--- config.mk ---
export PLATFORM = sky130hd
export DESIGN_NAME = dht11_responder
export DESIGN_NICKNAME = d
export VERILOG_FILES = /design/src/rtl/dht11_responder.sv
export SDC_FILE = /design/constraint.sdc
export NUM_CORES = 1
export LEC_CHECK = 0
export ABC_AREA = 0
export CAP_MARGIN = 20
export CELL_PAD_IN_SITES_DETAIL_PLACEMENT = 1
export CELL_PAD_IN_SITES_GLOBAL_PLACEMENT = 2
export CORE_MARGIN = 4
export CORE_UTILIZATION = 38
export CTS_BUF_LIST = sky130_fd_sc_hd__clkbuf_4 sky130_fd_sc_hd__clkbuf_8 sky130_fd_sc_hd__clkbuf_16
export DETAILED_ROUTE_END_ITERATION = 8
export PLACE_DENSITY = 0.82
export SLEW_MARGIN = 20
export SYNTH_ARGS = -nofsm -noshare
export SYNTH_HDL_FRONTEND = slang
export SYNTH_SLANG_ARGS = --single-unit
--- constraint.sdc ---
create_clock -name clk_i -period 4.48 [get_ports clk_i]
set_input_delay 0.672 -clock clk_i [delete_from_list [all_inputs] [get_ports clk_i]]
set_output_delay 0.672 -clock clk_i [all_outputs]
set_load 0.01 [all_outputs]
--- src/rtl/dht11_responder.sv ---
// dht11_responder: sensor side of the DHT11 single-wire protocol.
// Waits for a host start pulse of at least START_MIN_US, then answers with the
// response preamble (80us low, 80us high) and a 40-bit frame, MSB first:
// hum_int, hum_dec, temp_int, temp_dec, checksum.
//
// Ports:
//   clk_i         system clock, rising edge
//   rst_ni        asynchronous active-low reset
//   dq_i          sensed level of the open-drain line (asynchronous)
//   hum_int_i     humidity integer byte
//   hum_dec_i     humidity decimal byte
//   temp_int_i    temperature integer byte
//   temp_dec_i    temperature decimal byte
//   fault_inj_i   (only with DHT11_FAULT_INJ_EN) flip checksum bit 0 of the frame
//   dq_oe_o       1 = pull line low, 0 = release
//   busy_o        high from start acceptance until back in idle
//   done_o        one-cycle pulse on frame completion
//   err_o         one-cycle pulse on collision abort
//
// Configuration: define DHT11_FAULT_INJ_EN to add fault_inj_i, which is sampled at
// the frame latch and corrupts the transmitted checksum (chk ^ 8'h01).
module dht11_responder #(
    parameter int unsigned CLK_HZ       = 1000000,
    parameter int unsigned START_MIN_US = 18000,
    parameter int unsigned WAIT_US      = 30,
    parameter int unsigned RESP_LOW_US  = 80,
    parameter int unsigned RESP_HIGH_US = 80,
    parameter int unsigned BIT_LOW_US   = 50,
    parameter int unsigned ZERO_HIGH_US = 26,
    parameter int unsigned ONE_HIGH_US  = 70
) (
    input  logic       clk_i,
    input  logic       rst_ni,
    input  logic       dq_i,
    input  logic [7:0] hum_int_i,
    input  logic [7:0] hum_dec_i,
    input  logic [7:0] temp_int_i,
    input  logic [7:0] temp_dec_i,
`ifdef DHT11_FAULT_INJ_EN
    input  logic       fault_inj_i,
`endif
    output logic       dq_oe_o,
    output logic       busy_o,
    output logic       done_o,
    output logic       err_o
);

    function automatic logic [31:0] us2cyc(input logic [63:0] us);
        logic [63:0] c;
        c = (us * 64'(CLK_HZ)) / 64'd1000000;
        return c[31:0];
    endfunction

    localparam logic [31:0] NStart    = us2cyc(64'(START_MIN_US));
    localparam logic [31:0] NWait     = us2cyc(64'(WAIT_US));
    localparam logic [31:0] NRespLow  = us2cyc(64'(RESP_LOW_US));
    localparam logic [31:0] NRespHigh = us2cyc(64'(RESP_HIGH_US));
    localparam logic [31:0] NBitLow   = us2cyc(64'(BIT_LOW_US));
    localparam logic [31:0] NZero     = us2cyc(64'(ZERO_HIGH_US));
    localparam logic [31:0] NOne      = us2cyc(64'(ONE_HIGH_US));

    typedef enum logic [3:0] {
        StIdle, StWaitLow, StWaitRel, StWait, StRespLow,
        StRespHigh, StBitLow, StBitHigh, StEndLow
    } state_e;

    state_e      state_q, state_d;
    logic        dq_meta_q, dq_s_q;
    logic [31:0] cnt_q, cnt_d;
    logic [39:0] shift_q, shift_d;
    logic [5:0]  bit_idx_q, bit_idx_d;
    logic        rearm_q, rearm_d;
    logic        dq_oe_q, dq_oe_d;
    logic        busy_q, busy_d;
    logic        done_q, done_d;
    logic        err_q, err_d;
    logic [7:0]  chk;
    logic        fault;
    logic        collide;

`ifdef DHT11_FAULT_INJ_EN
    assign fault = fault_inj_i;
`else
    assign fault = 1'b0;
`endif

    // 8-bit context: the sum wraps mod 256
    assign chk = hum_int_i + hum_dec_i + temp_int_i + temp_dec_i;

    // First 3 cycles of a released phase are skipped: our own low is still in the synchronizer
    assign collide = (cnt_q >= 32'd3) && !dq_s_q;

    always_comb begin
        state_d   = state_q;
        shift_d   = shift_q;
        bit_idx_d = bit_idx_q;
        rearm_d   = rearm_q;
        done_d    = 1'b0;
        err_d     = 1'b0;
        // Re-arm once the line has been seen high again after a frame or abort
        if (dq_s_q) rearm_d = 1'b0;

        unique case (state_q)
            StIdle: begin
                if (!dq_s_q && !rearm_q) state_d = StWaitLow;
            end
            StWaitLow: begin
                // The idle cycle that saw the falling level counts as the first low cycle
                if (dq_s_q) state_d = StIdle;
                else if (cnt_q + 32'd2 >= NStart) state_d = StWaitRel;
            end
            StWaitRel: begin
                if (dq_s_q) begin
                    shift_d   = {hum_int_i, hum_dec_i, temp_int_i, temp_dec_i,
                                 chk ^ {7'd0, fault}};
                    bit_idx_d = '0;
                    state_d   = StWait;
                end
            end
            StWait: begin
                if (cnt_q == NWait - 32'd1) state_d = StRespLow;
            end
            StRespLow: begin
                if (cnt_q == NRespLow - 32'd1) state_d = StRespHigh;
            end
            StRespHigh: begin
                if (collide) begin
                    err_d   = 1'b1;
                    rearm_d = 1'b1;
                    state_d = StIdle;
                end else if (cnt_q == NRespHigh - 32'd1) begin
                    state_d = StBitLow;
                end
            end
            StBitLow: begin
                if (cnt_q == NBitLow - 32'd1) state_d = StBitHigh;
            end
            StBitHigh: begin
                if (collide) begin
                    err_d   = 1'b1;
                    rearm_d = 1'b1;
                    state_d = StIdle;
                end else if (cnt_q == (shift_q[39] ? NOne : NZero) - 32'd1) begin
                    shift_d   = {shift_q[38:0], 1'b0};
                    bit_idx_d = bit_idx_q + 6'd1;
                    state_d   = (bit_idx_q == 6'd39) ? StEndLow : StBitLow;
                end
            end
            StEndLow: begin
                if (cnt_q == NBitLow - 32'd1) begin
                    done_d  = 1'b1;
                    rearm_d = 1'b1;
                    state_d = StIdle;
                end
            end
            default: state_d = StIdle;
        endcase

        cnt_d   = (state_d != state_q) ? '0 : cnt_q + 32'd1;
        // Outputs are registered from the next state so they stay glitch-free
        dq_oe_d = (state_d == StRespLow) || (state_d == StBitLow) || (state_d == StEndLow);
        busy_d  = (state_d != StIdle) && (state_d != StWaitLow);
    end

    always_ff @(posedge clk_i or negedge rst_ni) begin
        if (!rst_ni) begin
            dq_meta_q <= 1'b1;
            dq_s_q    <= 1'b1;
            state_q   <= StIdle;
            cnt_q     <= '0;
            shift_q   <= '0;
            bit_idx_q <= '0;
            rearm_q   <= 1'b0;
            dq_oe_q   <= 1'b0;
            busy_q    <= 1'b0;
            done_q    <= 1'b0;
            err_q     <= 1'b0;
        end else begin
            dq_meta_q <= dq_i;
            dq_s_q    <= dq_meta_q;
            state_q   <= state_d;
            cnt_q     <= cnt_d;
            shift_q   <= shift_d;
            bit_idx_q <= bit_idx_d;
            rearm_q   <= rearm_d;
            dq_oe_q   <= dq_oe_d;
            busy_q    <= busy_d;
            done_q    <= done_d;
            err_q     <= err_d;
        end
    end

    assign dq_oe_o = dq_oe_q;
    assign busy_o  = busy_q;
    assign done_o  = done_q;
    assign err_o   = err_q;

endmodule

==> flow_metrics.tcl, run 1 <==
set metrics [dict create \
    initialDrtViolationCount 193 \
    critPathLaunchType "flip-flop" \
    core.rowCount 45 \
    worstPathCellList "ha_1, and4_1, nand4_4, or4_1, nor4b_2, nor3_1, nor4_4, a31oi_4, buf_4, nor4b_1" \
    cp_slowest_stage_delay_ns 0.70 \
    yosysWarnings 0 \
    gp_congestion 0.857 \
    number_of_levels_in_the_clock_h_tree 3 \
    post_drt_wl_per_cell_um 18.5 \
    setup_tns_ns 0 \
    post_synth_instance_area_sq_um 6010 \
    timing.reg2reg.setup_slack_ns 0.68 \
    dieArea_sq_um 17900 \
    worst-r2r-cell-count 10 \
    combinationalPowerShare 0.240 \
    synth.distinct_cells 68 \
    cts.sinks 89 \
    syn_to_layout_area_delta_pct 13.5 \
    total_power_mw 2.19 \
    total_drc_errors_in_the_routed_layout 0 \
    netSwitchingPower_mw 0.710 \
    worst-path-max-fanout 32 \
    routed_wirelength_mm 16.5 \
    finalSetupViolCount 0 \
    place_area_sq_um 6510 \
    power.sequential.fraction 0.394 \
    max_cap_viol_count 0 \
    switching_share_of_power 0.324 \
    total_iterations_of_the_first_detailed_routing_run 4 \
    critical-path-top-delay-family "simple AND/OR/NAND/NOR gates" \
    n_antenna_cell 0 \
    min_path_type "in -> async" \
    first_global_vias 5401 \
    ys_seq_elements 89 \
    rsz0062_at_grt "false" \
    gr-usage-all-layers 0.191 \
    synth_cells 673 \
    timing.critical_path.required_ns 4.72 \
    edff_count_synth 0 \
    dpl.hpwl_mm 12.2 \
    start_util 0.391 \
    cts_hold_bufs 0 \
    grt_antenna_before_repair 0 \
    power_report.internal_total_mw 1.48 \
    final-hold-violation-count 0 \
    detail-route-antenna-nets 0 \
    final_min_period_over_clock_period 0.848 \
    worstPathArrival_ns 4.04 \
    floorplan.die.width_um 134 \
    post-place-cells 876 \
    layout.filler_cells 1798 \
    fin_area_sq_um 6820 \
    clock_latency_at_the_later_pin_of_the_worst_skew_pair_ns 0.35 \
    p_leak_nw 2.60 \
    worst-slew-pin-transition_ns 0.982 \
    vias 5065 \
    globalRoute.totalOverflow 0 \
    finalClockSkew_ns 0.00979 \
    stdcell_count 892 \
    cts_made_buffers 9 \
    power.density_cell_area_nw_per_um2 321 \
    fp.dieH_um 134 \
    max_freq_mhz 263 \
    final_core_util 0.444 \
    final-seq-area_sq_um 2230 \
    synth_fp_nets 734 \
    critical_path.reg2reg.startpoint "cnt_q[2]$_DFF_PN0_" \
    synthFlopType "sky130_fd_sc_hd__dfrtp_1" \
    pin_count_of_the_biggest_net_entering_global_routing 48 \
    synth.yosys.seq_area_share 0.371 \
    crit_path_top_delay_cell "sky130_fd_sc_hd__or4_1" \
    peakVddDrop_v 0.000177 \
    average_instance_area_after_synthesis_sq_um 8.93 \
    first_pass_grt_wire_length_mm 27.7 \
    clk_pin_slew_worst_paths_ns 0.07 \
    crit_buf_inv 1 \
    ctsRootBufferMaster "sky130_fd_sc_hd__clkbuf_16" \
    post_cts.repair.setup_buffers 0 \
    place.port_buffers 38 \
    core_sq_um 15400 \
    multi_input_comb_area_sq_um 3520 \
    final_period_minus_worst_setup_slack_ns 3.80 \
    clkPwrFrac 0.367 \
    postSynth.asyncResetShare 1.00 \
    tritoncts_clock_tree "built" \
    drv_slew 0 \
    via_per_inst 5.68 \
    fin_nets 737 \
    post_cts_resize_count 0 \
    io_count 39 \
    status "completed" \
    cp-end-kind "flip-flop" \
    max-clock-path-buffers 2 \
    setup.worst_path.class "reg -> reg" \
    drive_gt1_frac 0.110 \
    timing.max_slew.rel_slack 0.342 \
    regToRegEndpoint "cnt_q[19]$_DFF_PN0_" \
]
==> how the worst max path moves through the flow <==
stage | from | cells past startpoint | slack [ns] | end
detailed placement | hum_dec_i[1] | 14 | 0.59 | shift_q[7]$_DFFE_PN0P_
global placement | hum_dec_i[1] | 14 | 0.64 | shift_q[7]$_DFFE_PN0P_
floorplan | hum_int_i[1] | 13 | 1.34 | shift_q[7]$_DFFE_PN0P_
global route | cnt_q[2]$_DFF_PN0_ | 10 | 0.49 | cnt_q[31]$_DFF_PN0_
CTS | cnt_q[2]$_DFF_PN0_ | 10 | 0.69 | cnt_q[19]$_DFF_PN0_
finish | cnt_q[2]$_DFF_PN0_ | 10 | 0.68 | cnt_q[19]$_DFF_PN0_
==> cells in the mapped netlist (12+ instances only) <==
master / instances / area [sq um]
sky130_fd_sc_hd__nor4_1: 16 / 100
sky130_fd_sc_hd__dfrtp_1: 87 / 2180
sky130_fd_sc_hd__nand4_1: 19 / 119
sky130_fd_sc_hd__o21ai_0: 14 / 70.1
sky130_fd_sc_hd__nor4_2: 31 / 388
sky130_fd_sc_hd__fa_1: 14 / 280
sky130_fd_sc_hd__nand3_1: 23 / 115
sky130_fd_sc_hd__nor3_1: 15 / 75.1
sky130_fd_sc_hd__a21oi_1: 16 / 80.1
sky130_fd_sc_hd__nor2_1: 71 / 267
sky130_fd_sc_hd__a31oi_1: 37 / 231
sky130_fd_sc_hd__xor2_1: 24 / 210
sky130_fd_sc_hd__xnor2_1: 27 / 236
sky130_fd_sc_hd__clkbuf_1: 41 / 154
sky130_fd_sc_hd__ha_1: 12 / 150
sky130_fd_sc_hd__nand2_1: 103 / 387
==> cells by family (layout without fill, tap and decap cells) <==
group,count (synthesis),after routing,synth area share
adders and majority gates,26,26,0.0716
buffers and inverters,66,74,0.0479
and+or+nand+nor,333,333,0.313
xor gates and xnor gates,51,51,0.0743
DFF,89,89,0.371
AOI/OAI and AO/OA,105,105,0.117
muxes,3,3,0.00500
==> per-stage QoR <==
step | setup slack [ns] | hold WS (ns)
floorplan | 1.34 | 0.345
global placement | 0.641 | 0.347
detailed placement | 0.592 | 0.349
CTS | 0.686 | 0.353
global route | 0.491 | 0.368
finish | 0.683 | 0.327
==> worst register-to-register path: stages (launching register included) <==
cell and delay (ns):
sky130_fd_sc_hd__dfrtp_1 0.50, sky130_fd_sc_hd__ha_1 0.32, sky130_fd_sc_hd__and4_1 0.38, sky130_fd_sc_hd__nand4_4 0.17, sky130_fd_sc_hd__or4_1 0.70, sky130_fd_sc_hd__nor4b_2 0.32, sky130_fd_sc_hd__nor3_1 0.11, sky130_fd_sc_hd__nor4_4 0.38
sky130_fd_sc_hd__a31oi_4 0.12, sky130_fd_sc_hd__buf_4 0.32, sky130_fd_sc_hd__nor4b_1 0.37
==> routing by layer <==
layer	routed length [um]	part of all wire	GRT usage	vias to the layer above
li1	-	-	-	2399
met1	7760	0.47	0.252	2599
met2	8180	0.50	0.325	50
met3	380	0.023	0.0345	17
met4	173	0.010	0.0457	0
met5	0	0	0	-
==> flip-flops by register name, summed over array words and instances (netlist names) <==
register	count
done_o	1
cnt_q	32
dq_meta_q	1
rearm_q	1
shift_q	40
err_o	1
busy_o	1
dq_oe_o	1
state_q	4
dq_s_q	1
bit_idx_q	6
==> cells in the final DEF, fill, tap and decap left out, drive strengths merged, types with 3 or more instances in the layout <==
cell / n
nor2b: 5
fa: 14
a311oi: 3
dfrtp: 87
a31oi: 38
a21o: 7
or3: 5
nor4: 48
mux2i: 3
nor3: 15
nand3: 23
o21ai: 16
and4: 5
inv: 8
clkinv: 3
or4: 3
clkdlybuf4s50: 37
nand4: 20
nor4b: 4
nor2: 71
nand2b: 7
nand2: 103
or2: 5
clkbuf: 12
ha: 12
xnor2: 27
a21oi: 16
and2: 4
buf: 13
and3: 6
xor2: 24
==> cell type report <==
class                   instances  share of cell area
multi-input cells             518               0.516
flip-flops and latches         89               0.327
inverters                       8             0.00440
well taps                     211              0.0387
repair buffers                 50              0.0686
clock buffers                  12              0.0382
clock inverters                 4             0.00770
==> power groups by stage <==
| stage | Sequential (mW) | Combinational [mW] | Clock, mW |
|---|---|---|---|
| global route | 0.867 | 0.583 | 0.870 |
| finish | 0.863 | 0.525 | 0.803 |
| detailed placement | 0.876 | 0.528 | 0 |
| floorplan | 0.851 | 0.396 | 0 |
| global placement | 0.875 | 0.510 | 0 |
| CTS | 0.861 | 0.532 | 0.824 |
No activity file was read; power rests on OpenSTA's default activity.
==> run 2: changes to the inputs <==
--- a/config.mk
+++ b/config.mk
@@ -10,10 +10,10 @@
 export CELL_PAD_IN_SITES_DETAIL_PLACEMENT = 1
 export CELL_PAD_IN_SITES_GLOBAL_PLACEMENT = 2
 export CORE_MARGIN = 4
-export CORE_UTILIZATION = 38
+export CORE_UTILIZATION = 34
 export CTS_BUF_LIST = sky130_fd_sc_hd__clkbuf_4 sky130_fd_sc_hd__clkbuf_8 sky130_fd_sc_hd__clkbuf_16
 export DETAILED_ROUTE_END_ITERATION = 8
-export PLACE_DENSITY = 0.82
+export PLACE_DENSITY = 0.78
 export SLEW_MARGIN = 20
 export SYNTH_ARGS = -nofsm -noshare
 export SYNTH_HDL_FRONTEND = slang
==> constraint.sdc (replaced) <==
create_clock -name clk_i -period 3.3 [get_ports clk_i]
set_input_delay 0.495 -clock clk_i [delete_from_list [all_inputs] [get_ports clk_i]]
set_output_delay 0.495 -clock clk_i [all_outputs]
set_load 0.01 [all_outputs]
==> run 2 against run 1 <==
  * Flip-flop and latch count unchanged
  * Die area increased by 11%
  * Combinational power rose by 81%
  * Clock power is 56% higher
  * Utilization down 2.1 points
==> flow_metrics.tcl, run 2 (synthesized netlist as in run 1, its figures left out) <==
set metrics [dict create \
    globalRoute.totalOverflow 0 \
    pin_count_of_the_biggest_net_entering_global_routing 59 \
    fin_nets 771 \
    place.port_buffers 38 \
    setup.worst_path.class "reg -> reg" \
    worst-slew-pin-transition_ns 0.808 \
    reg_top3 "shift_q x40, cnt_q x32, bit_idx_q x6" \
    drv_slew 0 \
    mostFrequentLayoutCells "103 x sky130_fd_sc_hd__nand2_1, 87 x sky130_fd_sc_hd__dfrtp_1, 69 x sky130_fd_sc_hd__nor2_1" \
    worstPathCellList "nand2_1, or3_1, or4_4, nor4b_2, nor3_1, nor4_4, a31oi_4, clkbuf_16, nor4_1" \
    drive_gt1_frac 0.169 \
    max_freq_mhz 313 \
    crit_path_top_delay_cell "sky130_fd_sc_hd__or4_4" \
    critical-path-top-delay-family "simple AND/OR/NAND/NOR gates" \
    finalSetupViolCount 0 \
    final.hold.worst_slack_ns 0.146 \
    min_path_type "in -> async" \
    core.rowCount 48 \
    via_per_inst 5.51 \
    timing.reg2reg.setup_slack_ns 0.11 \
    worstPathArrival_ns 3.45 \
    first_global_vias 5534 \
    setup_tns_ns 0 \
    critical_path.reg2reg.startpoint "cnt_q[16]$_DFF_PN0_" \
    max-clock-path-buffers 2 \
    layout.cells.most_common "sky130_fd_sc_hd__nand2_1" \
    core_sq_um 17300 \
    final_min_period_over_clock_period 0.967 \
    gr-usage-all-layers 0.180 \
    regToRegEndpoint "cnt_q[31]$_DFF_PN0_" \
    power.density_cell_area_nw_per_um2 459 \
    peakVddDrop_v 0.000344 \
    initialDrtViolationCount 223 \
    grt_antenna_before_repair 0 \
    gp_congestion 0.888 \
    p_leak_nw 2.87 \
    clk_pin_slew_worst_paths_ns 0.07 \
    first_pass_grt_wire_length_mm 28.8 \
    cts_made_buffers 9 \
    timing.critical_path.required_ns 3.56 \
    routed_wirelength_mm 17.7 \
    fin_area_sq_um 7300 \
    status "completed" \
    tritoncts_clock_tree "built" \
    max_cap_viol_count 0 \
    number_of_levels_in_the_clock_h_tree 3 \
    crit_buf_inv 1 \
    clock_latency_at_the_later_pin_of_the_worst_skew_pair_ns 0.36 \
    syn_to_layout_area_delta_pct 21.5 \
    dieArea_sq_um 19900 \
    place_area_sq_um 6800 \
    floorplan.die.width_um 141 \
    timing.max_slew.rel_slack 0.461 \
    cts.sinks 89 \
    final_period_minus_worst_setup_slack_ns 3.19 \
    total_power_mw 3.35 \
    total_iterations_of_the_first_detailed_routing_run 4 \
    vias 5183 \
    worst-path-max-fanout 16 \
    layout.filler_cells 1998 \
    io_count 39 \
    n_antenna_cell 0 \
    detail-route-antenna-nets 0 \
    registers.top_by_ff_count "shift_q" \
    post_drt_wl_per_cell_um 18.9 \
    final-hold-violation-count 0 \
    finalClockSkew_ns 0.00769 \
    ctsRootBufferMaster "sky130_fd_sc_hd__clkbuf_16" \
    total_drc_errors_in_the_routed_layout 0 \
    largest_register_ff_count 40 \
    dpl.hpwl_mm 12.8 \
    worst-r2r-cell-count 9 \
    cp-end-kind "flip-flop" \
    critPathLaunchType "flip-flop" \
    cp_slowest_stage_delay_ns 0.59 \
    start_util 0.348 \
    fp.dieH_um 141 \
]
[run 2: changes by cell type in the layout (fill, tap and decap cells not counted), sizes merged]
cell	delta
dlymetal6s2s	+3
bufinv	+2
clkinv	-3
buf	+32
dlygate4sd2	+3
inv	+3
clkdlybuf4s50	-6
[run 2: stage by stage]
step | std cells | util | setup WS [ns]
after floorplan | 673 | - | 0.206
after global placement | 919 | 0.393 | -0.284
after detailed placement | 919 | 0.393 | -0.397
after CTS | 937 | 0.415 | 0.0112
after global routing | 940 | 0.422 | -0.0445
final | 940 | 0.422 | 0.108
[run 2: worst max-delay path by stage]
stage	startpoint	end	depth (start not counted)
after detailed placement	hum_dec_i[1]	shift_q[7]$_DFFE_PN0P_	14
after CTS	cnt_q[1]$_DFF_PN0_	cnt_q[19]$_DFF_PN0_	10
after global placement	hum_int_i[1]	shift_q[7]$_DFFE_PN0P_	14
final	cnt_q[16]$_DFF_PN0_	cnt_q[31]$_DFF_PN0_	9
after global routing	cnt_q[11]$_DFF_PN0_	cnt_q[2]$_DFF_PN0_	11
after floorplan	cnt_q[1]$_DFF_PN0_	cnt_q[10]$_DFF_PN0_	12
[run 2: report_power, final]
part	leakage, nW	switching [mW]	internal, mW
Sequential	1.03	0.0381	1.11
Combinational	1.67	0.553	0.395
Clock	0.176	0.479	0.772
[run 2: cell type report]
| class | instances | area [sq um] | share of cell area |
|---|---|---|---|
| Timing Repair Buffer | 84 | 825 | 0.113 |
| Tap cell | 225 | 282 | 0.0385 |
| Sequential cell | 89 | 2230 | 0.305 |
| Multi-Input combinational cell | 518 | 3580 | 0.490 |
| Inverter | 8 | 30.0 | 0.00411 |
| Clock inverter | 6 | 119 | 0.0163 |
| Clock buffer | 10 | 239 | 0.0327 |
[run 2: worst reg2reg max path, delay by kind of cell (launching register included)]
kind / cells / cell delay (ns)
compound gates: 1 / 0.20
buf+inv: 1 / 0.28
flops: 1 / 0.55
simple gates: 7 / 2.07
[run 2: routing by layer]
metal,GRT usage,part of all wire
met1,0.227,0.45
met2,0.313,0.51
met3,0.0387,0.030
met4,0.0474,0.016
met5,0,0
[run 2: what timing repair did]
action	CTS	global route
setup buffers	2	1
pin swaps	3	5
cloned	0	2
hold buffers	0	0
gates resized for setup	5	17
endpoints found under the setup margin	33	34
